`src/rtl/baud_gen.sv`:
```
// Programmable divider producing the single-cycle UART oversampling tick.
// Emits one registered pulse every div_i clocks while enabled. div_i == 0 never ticks.
module baud_gen #(
  parameter int unsigned OSR   = 16,
  parameter int unsigned DIV_W = 8
) (
  input  logic             clk_i,
  input  logic             reset_i,
  input  logic             en_i,
  input  logic [DIV_W-1:0] div_i,
  output logic             osr_tick_o
);

  localparam logic [DIV_W-1:0] ONE = DIV_W'(1);

  // Elaboration-time parameter range checks
  if (OSR < 1) begin : g_bad_osr
    $error("baud_gen: OSR must be >= 1");
  end
  if (DIV_W < 1) begin : g_bad_div_w
    $error("baud_gen: DIV_W must be >= 1");
  end

  logic [DIV_W-1:0] cnt_r;
  logic [DIV_W-1:0] div_r;
  logic [DIV_W-1:0] cnt_nxt_s;
  logic             tick_nxt_s;

  // Next counter and tick: a divisor change, disable or zero divisor restarts the period
  always_comb begin
    cnt_nxt_s  = '0;
    tick_nxt_s = 1'b0;
    if (div_i != div_r) begin
      cnt_nxt_s  = '0;
      tick_nxt_s = 1'b0;
    end else if (!en_i || (div_i == '0)) begin
      cnt_nxt_s  = '0;
      tick_nxt_s = 1'b0;
    end else if (cnt_r == (div_i - ONE)) begin
      cnt_nxt_s  = '0;
      tick_nxt_s = 1'b1;
    end else begin
      cnt_nxt_s  = cnt_r + ONE;
      tick_nxt_s = 1'b0;
    end
  end

  // State registers with synchronous reset
  always_ff @(posedge clk_i) begin
    if (reset_i) begin
      cnt_r      <= '0;
      div_r      <= '0;
      osr_tick_o <= 1'b0;
    end else begin
      cnt_r      <= cnt_nxt_s;
      div_r      <= div_i;
      osr_tick_o <= tick_nxt_s;
    end
  end

endmodule

```
`config.mk`:
```
export PLATFORM = sky130hd
export DESIGN_NAME = baud_gen
export DESIGN_NICKNAME = d
export VERILOG_FILES = /design/src/rtl/baud_gen.sv
export SDC_FILE = /design/constraint.sdc
export NUM_CORES = 1
export LEC_CHECK = 0
export BUFFER_PORTS_ARGS = -buffer_cell sky130_fd_sc_hd__buf_2
export CAP_MARGIN = 40
export CORE_UTILIZATION = 40
export CTS_BUF_LIST = sky130_fd_sc_hd__clkbuf_8
export DETAILED_ROUTE_END_ITERATION = 7
export PLACE_DENSITY = 0.56
export SYNTH_ARGS = -nofsm -noshare
export SYNTH_HDL_FRONTEND = slang
export SYNTH_SLANG_ARGS = --single-unit
```
`constraint.sdc`:
```
create_clock -name clk_i -period 2.25 [get_ports clk_i]
set_clock_uncertainty 0.1 [all_clocks]
set_input_delay 0.225 -clock clk_i [delete_from_list [all_inputs] [get_ports clk_i]]
set_output_delay 0.225 -clock clk_i [all_outputs]
set_load 0.005 [all_outputs]
```
# Yosys cells after proc, flatten, opt, wreduce, memory -nomap -nowiden
# Index checks and enable logic that the tools add are counted.
# totals
mem_count,0
latchBits,0
out_inout_bits,1
mem_bits_rw,0
romBits,0
ff_bits,17
# classes
eq_ne,2
n_lt_le_gt_ge,0
muxes,1
bitwise,0
n_reduce_logical,5
multipliers,0
n_shift,0
add_sub_neg,2
n_div,0
# ops
cell,n
$add A8 B1 Y8 const B,1
$eq A8 B8 Y1,1
$logic_not A8 Y1,1
$ne A8 B8 Y1,1
$sub A8 B1 Y8 const B,1
$reduce_or A4 Y1,1
$reduce_or A3 Y1,1
$logic_not A1 Y1,1
$logic_or A1 B1 Y1,1
$mux W1,1

# Depth between registers and ports, before layout
# Gate-level depths: netlist of run 1.
# logic_depth
ltp_word,3
mapped_depth,7
ltp_nobuf,7

# Least setup slack after synthesis of run 1
# OpenSTA, ideal clock, no wires.
# synth_timing
path_type,in2reg
startpoint,input div_i[0]
endpoint,register osr_tick_o
arrival_time_ns,1.705
slack_ns,0.385
stages,6
path_cell_list,inv_1 ha_1 or3_1 a31o_1 nor4_4 and3_1
# synth_between
elab_chain_len,3
elab_cells_between_ends,7
cone_classes,1 x add/sub; 2 x eq/ne; 1 x mux; 3 x reduce/logical
# synth_lines
item,line_no,source
from (decl),10,"input logic [DIV_W-1:0] div_i,"
$sub A8 B1 Y8 or $logic_not A8 Y1 (tied branches),"39, 36",
$eq A8 B8 Y1 or $logic_or A1 B1 Y1 (tied branches),"39, 36",
$mux W1 or $reduce_or A3 Y1 (tied branches),--,
to (signal assigned),57,osr_tick_o <= tick_nxt_s;
to (decl),11,output logic osr_tick_o
# Several ways; a longest one is shown, not always the timed one.
# A chain may end at the register's enable or synchronous reset.

# Worst setup path in the final report of run 1
# layout_timing
startpoint,register cnt_r[2]
endpoint,register osr_tick_o
# layout_between
elab_chain_len,2
# layout_lines
item,line_no,source
from (decl),24,logic [DIV_W-1:0] cnt_r;
from (signal assigned),55,cnt_r <= cnt_nxt_s;
$eq A8 B8 Y1,39,end else if (cnt_r == (div_i - ONE)) begin
$mux W1,39,
# Every way passes these cells.

==> results.yml, run 1 <==
outcome:
  outcome: "completed"
global_routing:
  grt_pass1_vias: 734
  grt_max_degree: 10
  antenna_found_initial: 0
  grt.overflow.total: 0
  grt_use_total_pct: 17.1
  grt_pass1_wl_mm: 3.08
clocking:
  ctsHoldBuffers: 0
  cts_tree: "yes"
  clockBufferDepth: 2
  cts_root_buf: "clkbuf_8"
  cts_setup_buffers: 0
  cts-resized-gates: 0
  numClockSinks: 17
  insertion_delay_ns: 0.25
  cts_buffers: 3
  htreeDepth: 1
  clk_pin_slew_ns: 0.06
timing:
  hold-worst-slack_ns: 0.151
  setup_violations: 0
  fin_ws_ns: 0.252
  drv_slew: 0
  min_period_ns: 2.00
  fmax_ghz: 0.501
  tns_ns: 0
  relSlewSlack_pct: 64.1
  finalHoldViolations: 0
  rsz0062_at_grt: "no"
  worst_slew_pin_slew_ns: 0.533
  fin_crit_sh_pct: 88.8
critical_path:
  rr_endpoint: "osr_tick_o"
  cp.arrival_ns: 2.09
  r2r_setup_slack_ns: 0.25
  criticalPathCategory: "flip-flop to flip-flop"
  crit_buf_inv: 0
  worst-path-stages: 5
  endpoint_kind: "flip-flop"
  max_stage_delay_ns: 0.52
  worst_ep_required_time_ns: 2.34
  critPathTopFamily: "simple AND/OR/NAND/NOR gates"
  slowest_stage: "nor4_4"
  cp-startpoint: "cnt_r[2]"
  setup.worst_path.start_class: "flip-flop"
  reg2regPathDepth: 5
  critPathMaxFanout: 9
  path_cells: "nor2b_1 > or3_1 > a31o_1 > nor4_4 > and3_1"
  r2r-start: "cnt_r[2]"
  crit_end: "osr_tick_o"
drt:
  drtAntennaViolNets: 0
  drc: 0
  wl_per_cell_um: 12.4
  drt_iter0_drc: 8
  vias: 690
  dr.pass1.iters: 4
  viasPerCell: 5.04
  wl_mm: 1.70
synth:
  seq_area_frac_synth_pct: 37.9
  synthAdderAreaFrac_pct: 4.18
  synth_ff_type: "dfxtp_1"
  yosys.area_share.simple_pct: 29.1
  async_flop_share_pct: 0
  synth_area_um2: 897
  synthXorXnorAreaFrac_pct: 23.4
  synth-compound-area-share_pct: 2.79
  avgSynthCellArea_um2: 9.25
  ys_warn_count: 0
  synth_top_area_share_pct: 37.9
  yosysTopAreaCell: "dfxtp_1"
  yosysUniqueCellTypes: 25
  syn_nets: 111
  synth_edf_count: 0
  netlist_top_cells_area: "dfxtp_1, xnor2_1, nor2b_1"
  synth.area.mux_share_pct: 0
  synth_top_family_by_area: "simple AND/OR/NAND/NOR gates"
  synthCells: 97
  ys_seq_elements: 17
final_layout:
  nets: 125
  layout_commonest_cell: "xnor2_1"
  antenna_cells: 0
  layout.cells.most_common_list: "xnor2_1, dfxtp_1, buf_2"
  ff_latch_area_um2: 340
  multi_input_area_um2: 534
  drive_gt1_share_pct: 13.6
  areaGrowthSynthToFinish_pct: 13.2
  layout.cells.non_filler: 137
  nFillCells: 217
power_and_ir_drop:
  internal-power_uw: 463
  p_clk_share_pct: 36.2
  power.leakage_nw: 0.381
  vdd_drop_max_uv: 394
  sw_frac_of_total_pct: 22.7
  power.switching_uw: 136
  pwr_density_cell_nw_per_um2: 590
  total_power_uw: 600
  combPwrFrac_pct: 11.8
  seqPwrFrac_pct: 52.0
placement:
  dp_cells: 133
  dp_hpwl_mm: 1.40
  io_buffers: 11
  gp_congestion: 0.805
  preCtsSetupSlack_ns: 0.0199
floorplan:
  die_h_um: 49.4
  rows: 16
  dieArea_um2: 2440
  die_x_um: 49.4
  core_um2: 2040
  initial_core_util_pct: 43.9
  ios: 12
job:
  maxCapViolCount: 0
hold_path:
  hp-class: "input pin to flip-flop"
[layer usage]
layer | track usage [%] | vias up | part of all wire (%)
li1 | - | 356 | -
met1 | 17.9 | 323 | 44
met2 | 30.6 | 9 | 52
met3 | 6.54 | 2 | 4.0
met4 | 6.37 | 0 | 0.59
met5 | 0 | - | 0
[area by class of cell]
type	instances	area share, %
clock buffers	3	4.06
clock inverters	1	0.369
inverters	2	0.739
multi-input cells	76	52.6
flip-flops and latches	17	33.5
well taps	27	3.33
repair buffers	11	5.42
[through the flow]
stage,cell area [um^2],utilization [%]
after floorplan,897,-
after global placement,971,47.5
after detailed placement,971,47.5
after CTS,1020,49.8
after global routing,1020,49.8
final,1020,49.8
[worst min-delay path by stage]
stage                   from  endpoint  slack, ns  cells after the start
global route         reset_i  div_r[1]       0.16                      2
finish               reset_i  div_r[1]       0.15                      2
global placement    div_i[7]  div_r[7]       0.41                      2
detailed placement  div_i[7]  div_r[7]       0.41                      2
floorplan            reset_i  div_r[0]       0.19                      1
CTS                  reset_i  div_r[1]       0.15                      2
[cells by family (layout without fill, tap and decap cells)]
| family | after synthesis | in the layout |
|---|---|---|
| and+or+nand+nor | 45 | 45 |
| DFF | 17 | 17 |
| buffers and inverters | 4 | 17 |
| AOI/OAI and AO/OA | 4 | 4 |
| xor gates and xnor gates | 24 | 24 |
| adders and majority gates | 3 | 3 |
[power by group through the flow]
| stage | combinational (mW) | sequential [mW] | clock, mW |
|---|---|---|---|
| after global placement | 0.0698 | 0.318 | 0 |
| after global routing | 0.0803 | 0.312 | 0.243 |
| after CTS | 0.0719 | 0.312 | 0.228 |
| after floorplan | 0.0486 | 0.318 | 0 |
| after detailed placement | 0.0715 | 0.319 | 0 |
| final | 0.0709 | 0.312 | 0.217 |
[cell usage after synthesis, types with 2 or more instances]
| master | count |
|---|---|
| and3_1 | 3 |
| dfxtp_1 | 17 |
| ha_1 | 3 |
| inv_1 | 2 |
| nand2_1 | 3 |
| nand3_1 | 5 |
| nand3b_1 | 2 |
| nor2_1 | 7 |
| nor2b_1 | 8 |
| nor3_1 | 10 |
| xnor2_1 | 19 |
| xor2_1 | 5 |
[state kept, by name, summed over array words and instances, names as in the netlist]
name / flops
osr_tick_o: 1
div_r: 8
cnt_r: 8
Power figures use the tool's default switching activity.
==> inputs of run 2 (changes only) <==
==> config.mk (replaced) <==
export PLATFORM = sky130hd
export DESIGN_NAME = baud_gen
export DESIGN_NICKNAME = d
export VERILOG_FILES = /design/src/rtl/baud_gen.sv
export SDC_FILE = /design/constraint.sdc
export NUM_CORES = 1
export LEC_CHECK = 0
export ABC_AREA = 1
export BUFFER_PORTS_ARGS = -buffer_cell sky130_fd_sc_hd__buf_2
export CAP_MARGIN = 40
export CORE_UTILIZATION = 40
export CTS_BUF_LIST = sky130_fd_sc_hd__clkbuf_8 sky130_fd_sc_hd__clkbuf_16
export DETAILED_ROUTE_END_ITERATION = 7
export PLACE_DENSITY = 0.55
export SYNTH_ARGS = -nofsm -noshare
export SYNTH_HDL_FRONTEND = slang
export SYNTH_SLANG_ARGS = --single-unit
==> run 2 against run 1 <==
Cell area increased by 17%. Synthesized cell count increased by 69%. Die area increased by 19%. Via count increased by 32%. Register-to-register slack improved by 0.50 ns. Critical endpoint is now cnt_r[4]. Worst hold slack got worse by 0.00091 ns.
==> results.yml, run 2 <==
critical_path:
  cp.arrival_ns: 1.64
  path_cells: "buf_2 > inv_2 > ha_1 > inv_1 > nand2_1 > nand2_1 > nor2_1 > nand2_1 > nor2_2 > nand3_2 > o21ai_4 > nor2_1"
  worst_ep_required_time_ns: 2.28
  max_stage_delay_ns: 0.31
  criticalPathCategory: "input pin to flip-flop"
  reg2regPathDepth: 9
  slowest_stage: "ha_1"
  setup.worst_path.start_class: "input pin"
  endpoint_kind: "flip-flop"
  crit_top_cell: "nand2_1"
  critPathMaxFanout: 8
global_routing:
  grt_max_degree: 10
  grt_use_total_pct: 17.1
  grt.overflow.total: 0
  grt_pass1_vias: 847
  antenna_found_initial: 0
  grt_pass1_wl_mm: 3.50
placement:
  io_buffers: 11
  gp_congestion: 0.808
  dp_hpwl_mm: 1.67
clocking:
  cts-resized-gates: 0
  ctsHoldBuffers: 0
  htreeDepth: 1
  clk_pin_slew_ns: 0.07
  clockBufferDepth: 2
  numClockSinks: 17
  insertion_delay_ns: 0.25
  cts_setup_buffers: 0
  cts_tree: "yes"
  cts_root_buf: "clkbuf_8"
  cts_buffers: 3
synth:
  yosysMostFrequentCell: "nand2_1"
  synth_common_cells: "nand2_1, nor2_1, inv_1, dfxtp_1, nand3_1"
  syn_nets: 178
  yosysUniqueCellTypes: 25
  synth_edf_count: 0
  synth.area.mux_share_pct: 0
  synthAdderAreaFrac_pct: 3.48
  ys_seq_elements: 17
  seq_area_frac_synth_pct: 31.6
  synth_top_family_by_area: "simple AND/OR/NAND/NOR gates"
  synthCells: 164
  synth_ff_type: "dfxtp_1"
  netlist_top_cells_area: "dfxtp_1, nand2_1, nor2_1"
  ys_warn_count: 0
  async_flop_share_pct: 0
  avgSynthCellArea_um2: 6.58
  synth_top_area_share_pct: 31.6
  yosysTopAreaCell: "dfxtp_1"
  synth_area_um2: 1080
  synthXorXnorAreaFrac_pct: 12.2
  synth-compound-area-share_pct: 3.71
  yosys.area_share.simple_pct: 37.0
drt:
  drt_iter0_drc: 27
  viasPerCell: 4.49
  wl_mm: 2.04
  wl_per_cell_um: 10.0
  drtAntennaViolNets: 0
  drc: 0
  vias: 911
  dr.pass1.iters: 4
final_layout:
  areaGrowthSynthToFinish_pct: 10.1
  layout_commonest_cell: "nand2_1"
  drive_gt1_share_pct: 16.2
  ff_latch_area_um2: 340
  layout.cells.most_common_list: "nand2_1, nor2_1, inv_1"
  multi_input_area_um2: 608
  nFillCells: 269
  largest_registers: "cnt_r x8, div_r x8, osr_tick_o x1"
  antenna_cells: 0
  nets: 188
power_and_ir_drop:
  internal-power_uw: 462
  sw_frac_of_total_pct: 24.9
  vdd_drop_max_uv: 341
  power.leakage_nw: 0.541
  power.switching_uw: 153
  seqPwrFrac_pct: 50.6
  p_clk_share_pct: 35.4
  pwr_density_cell_nw_per_um2: 518
  total_power_uw: 616
  combPwrFrac_pct: 13.9
floorplan:
  rows: 18
  core_um2: 2520
  die_h_um: 53.9
  die_x_um: 53.9
  ios: 12
  dieArea_um2: 2910
  initial_core_util_pct: 42.8
hold_path:
  hp-class: "input pin to flip-flop"
  hold_depth: 3
timing:
  worst_slew_pin_slew_ns: 0.253
  min_period_ns: 1.61
  drv_slew: 0
  fin_crit_sh_pct: 71.3
  setup_violations: 0
  tns_ns: 0
  fmax_ghz: 0.623
  finalHoldViolations: 0
  rsz0062_at_grt: "no"
  relSlewSlack_pct: 83.1
outcome:
  outcome: "completed"
job:
  maxCapViolCount: 0
-- run 2: worst max-delay path: cells and delay by family --
kind	cells	cell delay [ns]
AO/OA/AOI/OAI	1	0.26
AND/OR/NAND/NOR	7	0.53
buffers and inverters	3	0.30
adder cells (fa/ha/maj)	1	0.31
-- run 2: worst paths after layout --
kind	startpoint	endpoint	slack [ns]
worst max-delay path	div_i[0]	cnt_r[4]	0.64
worst min-delay path	div_i[5]	div_r[5]	0.15
worst max register to register	cnt_r[0]	cnt_r[4]	0.75
worst min register to register	cnt_r[0]	cnt_r[0]	0.39
-- run 2: kinds of logic after synthesis --
logic type / Yosys count
AO/OA/AOI/OAI: 5
XOR/XNOR: 15
adder cells (fa/ha/maj): 3
buffers and inverters: 33
flip-flops: 17
AND/OR/NAND/NOR: 91
-- run 2: area by class of cell --
class,count,share of cell area (%)
multi-input combinational,114,51.2
sequential,17,28.7
inverter,27,8.54
timing repair buffer,11,4.64
clock buffer,3,3.48
tap,30,3.16
clock inverter,1,0.316
-- run 2: through the flow --
| step | hold slack (ns) | cells | setup slack (ns) | utilization, % | instance area, um^2 |
|---|---|---|---|---|---|
| 5_1_grt | 0.170 | 203 | 0.497 | 47.1 | 1190 |
| 6_report | 0.150 | 203 | 0.645 | 47.1 | 1190 |
| 3_3_place_gp | 0.407 | 199 | 0.393 | 45.3 | 1140 |
| 2_1_floorplan | 0.247 | 164 | 0.759 | - | 1080 |
| 4_1_cts | 0.141 | 203 | 0.640 | 47.1 | 1190 |
| 3_5_place_dp | 0.379 | 199 | 0.373 | 45.3 | 1140 |
-- run 2: per-layer routing --
metal,global-route usage [%],part of all wire (%),wire length (um)
met1,22.7,53,1080
met2,27.2,43,882
met3,3.39,3.5,71
met4,6.58,0.49,10
met5,0,0,0
-- run 2: power by group through the flow --
stage | clock network, mW | logic (mW) | registers, mW
floorplan | 0 | 0.0630 | 0.318
global placement | 0 | 0.0859 | 0.318
detailed placement | 0 | 0.0864 | 0.318
CTS | 0.229 | 0.0868 | 0.312
global route | 0.242 | 0.0975 | 0.312
finish | 0.218 | 0.0858 | 0.312
==> inputs of run 3 (changes only) <==
--- a/config.mk
+++ b/config.mk
@@ -5,13 +5,13 @@
 export SDC_FILE = /design/constraint.sdc
 export NUM_CORES = 1
 export LEC_CHECK = 0
-export ABC_AREA = 1
+export ABC_AREA = 0
 export BUFFER_PORTS_ARGS = -buffer_cell sky130_fd_sc_hd__buf_2
 export CAP_MARGIN = 40
 export CORE_UTILIZATION = 40
 export CTS_BUF_LIST = sky130_fd_sc_hd__clkbuf_8 sky130_fd_sc_hd__clkbuf_16
 export DETAILED_ROUTE_END_ITERATION = 7
-export PLACE_DENSITY = 0.55
+export PLACE_DENSITY = 0.56
 export SYNTH_ARGS = -nofsm -noshare
 export SYNTH_HDL_FRONTEND = slang
 export SYNTH_SLANG_ARGS = --single-unit
==> constraint.sdc (replaced) <==
create_clock -name clk_i -period 1.68 [get_ports clk_i]
set_clock_uncertainty 0.1 [all_clocks]
set_input_delay 0.168 -clock clk_i [delete_from_list [all_inputs] [get_ports clk_i]]
set_output_delay 0.168 -clock clk_i [all_outputs]
set_load 0.005 [all_outputs]
==> run 3 against run 2 <==
Routed wire length decreased by 11%. Via count decreased by 18%. Non-clock buffer count increased by 13. Critical path type is now flip-flop to flip-flop. Highest routed layer unchanged.
==> results.yml, run 3 (synthesis gave the netlist of run 1 again) <==
outcome:
  outcome: "completed"
final_layout:
  antenna_cells: 0
  drive_gt1_share_pct: 26.0
  layout_commonest_cell: "xnor2_1"
  nFillCells: 198
  areaGrowthSynthToFinish_pct: 26.2
  nets: 138
  layout.cells.non_filler: 150
  layout.cells.most_common_list: "xnor2_1, dfxtp_1, buf_4"
  largest_registers: "cnt_r x8, div_r x8, osr_tick_o x1"
  utilization_pct: 55.5
drt:
  drt_iter0_drc: 18
  drtAntennaViolNets: 0
  viasPerCell: 4.98
  vias: 747
  drc: 0
  wl_mm: 1.82
  wl_per_cell_um: 12.1
  dr.pass1.iters: 4
timing:
  worst_slew_pin_slew_ns: 0.319
  fmax_ghz: 0.615
  hold-worst-slack_ns: 0.0909
  setup_violations: 0
  drv_slew: 0
  rsz0062_at_grt: "yes"
  relSlewSlack_pct: 78.6
  min_period_ns: 1.63
  finalHoldViolations: 0
  fin_crit_sh_pct: 96.8
  tns_ns: 0
global_routing:
  grt_max_degree: 10
  grt.overflow.total: 0
  grt_use_total_pct: 17.8
  antenna_found_initial: 0
  grt_pass1_wl_mm: 3.31
  grt_pass1_vias: 764
critical_path:
  critPathTopFamily: "simple AND/OR/NAND/NOR gates"
  rr_endpoint: "cnt_r[5]"
  cp.arrival_ns: 1.67
  r2r_setup_slack_ns: 0.05
  worst_ep_required_time_ns: 1.72
  criticalPathCategory: "flip-flop to flip-flop"
  endpoint_kind: "flip-flop"
  max_stage_delay_ns: 0.34
  worst-path-stages: 6
  reg2regPathDepth: 6
  slowest_stage: "dfxtp_2"
  setup.worst_path.start_class: "flip-flop"
  crit_buf_inv: 1
  crit_end: "cnt_r[5]"
  cp-startpoint: "cnt_r[2]"
  critPathMaxFanout: 8
  r2r-start: "cnt_r[2]"
  path_cells: "nor2b_1 > or3_1 > a31o_1 > nor4_4 > buf_6 > nor3_1"
placement:
  dp_hpwl_mm: 1.46
  gp_congestion: 0.713
  io_buffers: 11
  dp_cells: 146
clocking:
  cts_buffers: 3
  ctsHoldBuffers: 0
  cts_tree: "yes"
  clk_pin_slew_ns: 0.06
  htreeDepth: 1
  numClockSinks: 17
  insertion_delay_ns: 0.25
  clockBufferDepth: 2
  cts_setup_buffers: 0
  cts_root_buf: "clkbuf_8"
floorplan:
  initial_core_util_pct: 43.9
  die_h_um: 49.4
  rows: 16
  core_um2: 2040
  die_x_um: 49.4
  ios: 12
  dieArea_um2: 2440
hold_path:
  hp-class: "input pin to flip-flop"
job:
  maxCapViolCount: 0
power_and_ir_drop:
  power.leakage_nw: 0.449
  pwr_density_cell_nw_per_um2: 732
  vdd_drop_max_uv: 490
-- run 3: cell types whose count changed in the layout (fill, tap and decap cells not counted), moves of 9 or more --
cell / before / now
buf_4: 0 / 12
inv_1: 23 / 3
nand2_1: 38 / 2
nor2_1: 27 / 7
nor3_1: 1 / 10
xnor2_1: 8 / 19
-- run 3: final cells by class --
type / count / area [um^2] / share of cell area, %
Sequential cell: 17 / 342 / 30.2
Tap cell: 27 / 33.8 / 2.98
Clock inverter: 1 / 3.75 / 0.331
Clock buffer: 3 / 41.3 / 3.65
Inverter: 2 / 7.51 / 0.663
Multi-Input combinational cell: 76 / 548 / 48.4
Timing Repair Buffer: 24 / 156 / 13.8
-- run 3: how the worst min path moves through the flow --
stage / from / endpoint / slack (ns) / cells past startpoint
final: reset_i / div_r[1] / 0.09 / 2
after global routing: reset_i / div_r[1] / 0.11 / 2
after CTS: reset_i / div_r[1] / 0.09 / 2
after detailed placement: reset_i / div_r[1] / 0.36 / 2
after global placement: reset_i / div_r[1] / 0.35 / 2
after floorplan: reset_i / div_r[0] / 0.13 / 1
-- run 3: layer usage --
metal  up-vias  share of wire (%)  global-route usage [%]
met3         5                3.1                    4.05
met4         0                1.7                    5.88
met1       350                 49                    22.5
li1        381                  -                       -
met2        11                 46                    29.5
met5         -                  0                       0
-- run 3: what timing repair did --
action / 4_1_cts / 5_1_grt
endpoints found under the setup margin: 8 / 8
pin swaps: 1 / 0
gates cloned: 0 / 0
resized for setup: 0 / 4
-- run 3: report_power, final --
| group | switching, mW | internal, mW |
|---|---|---|
| Sequential | 0.00434 | 0.413 |
| Combinational | 0.0545 | 0.0586 |
| Clock | 0.136 | 0.162 |
| Total | 0.195 | 0.634 |
-- run 3: stage by stage --
step / setup WS [ns] / total power, mW / area, um^2
6_report: 0.0542 / 0.829 / 1130
2_1_floorplan: 0.00168 / 0.492 / 903
5_1_grt: -0.0365 / 0.870 / 1130
4_1_cts: 0.0138 / 0.833 / 1120
3_3_place_gp: -0.0781 / 0.538 / 1070
3_5_place_dp: -0.112 / 0.540 / 1070
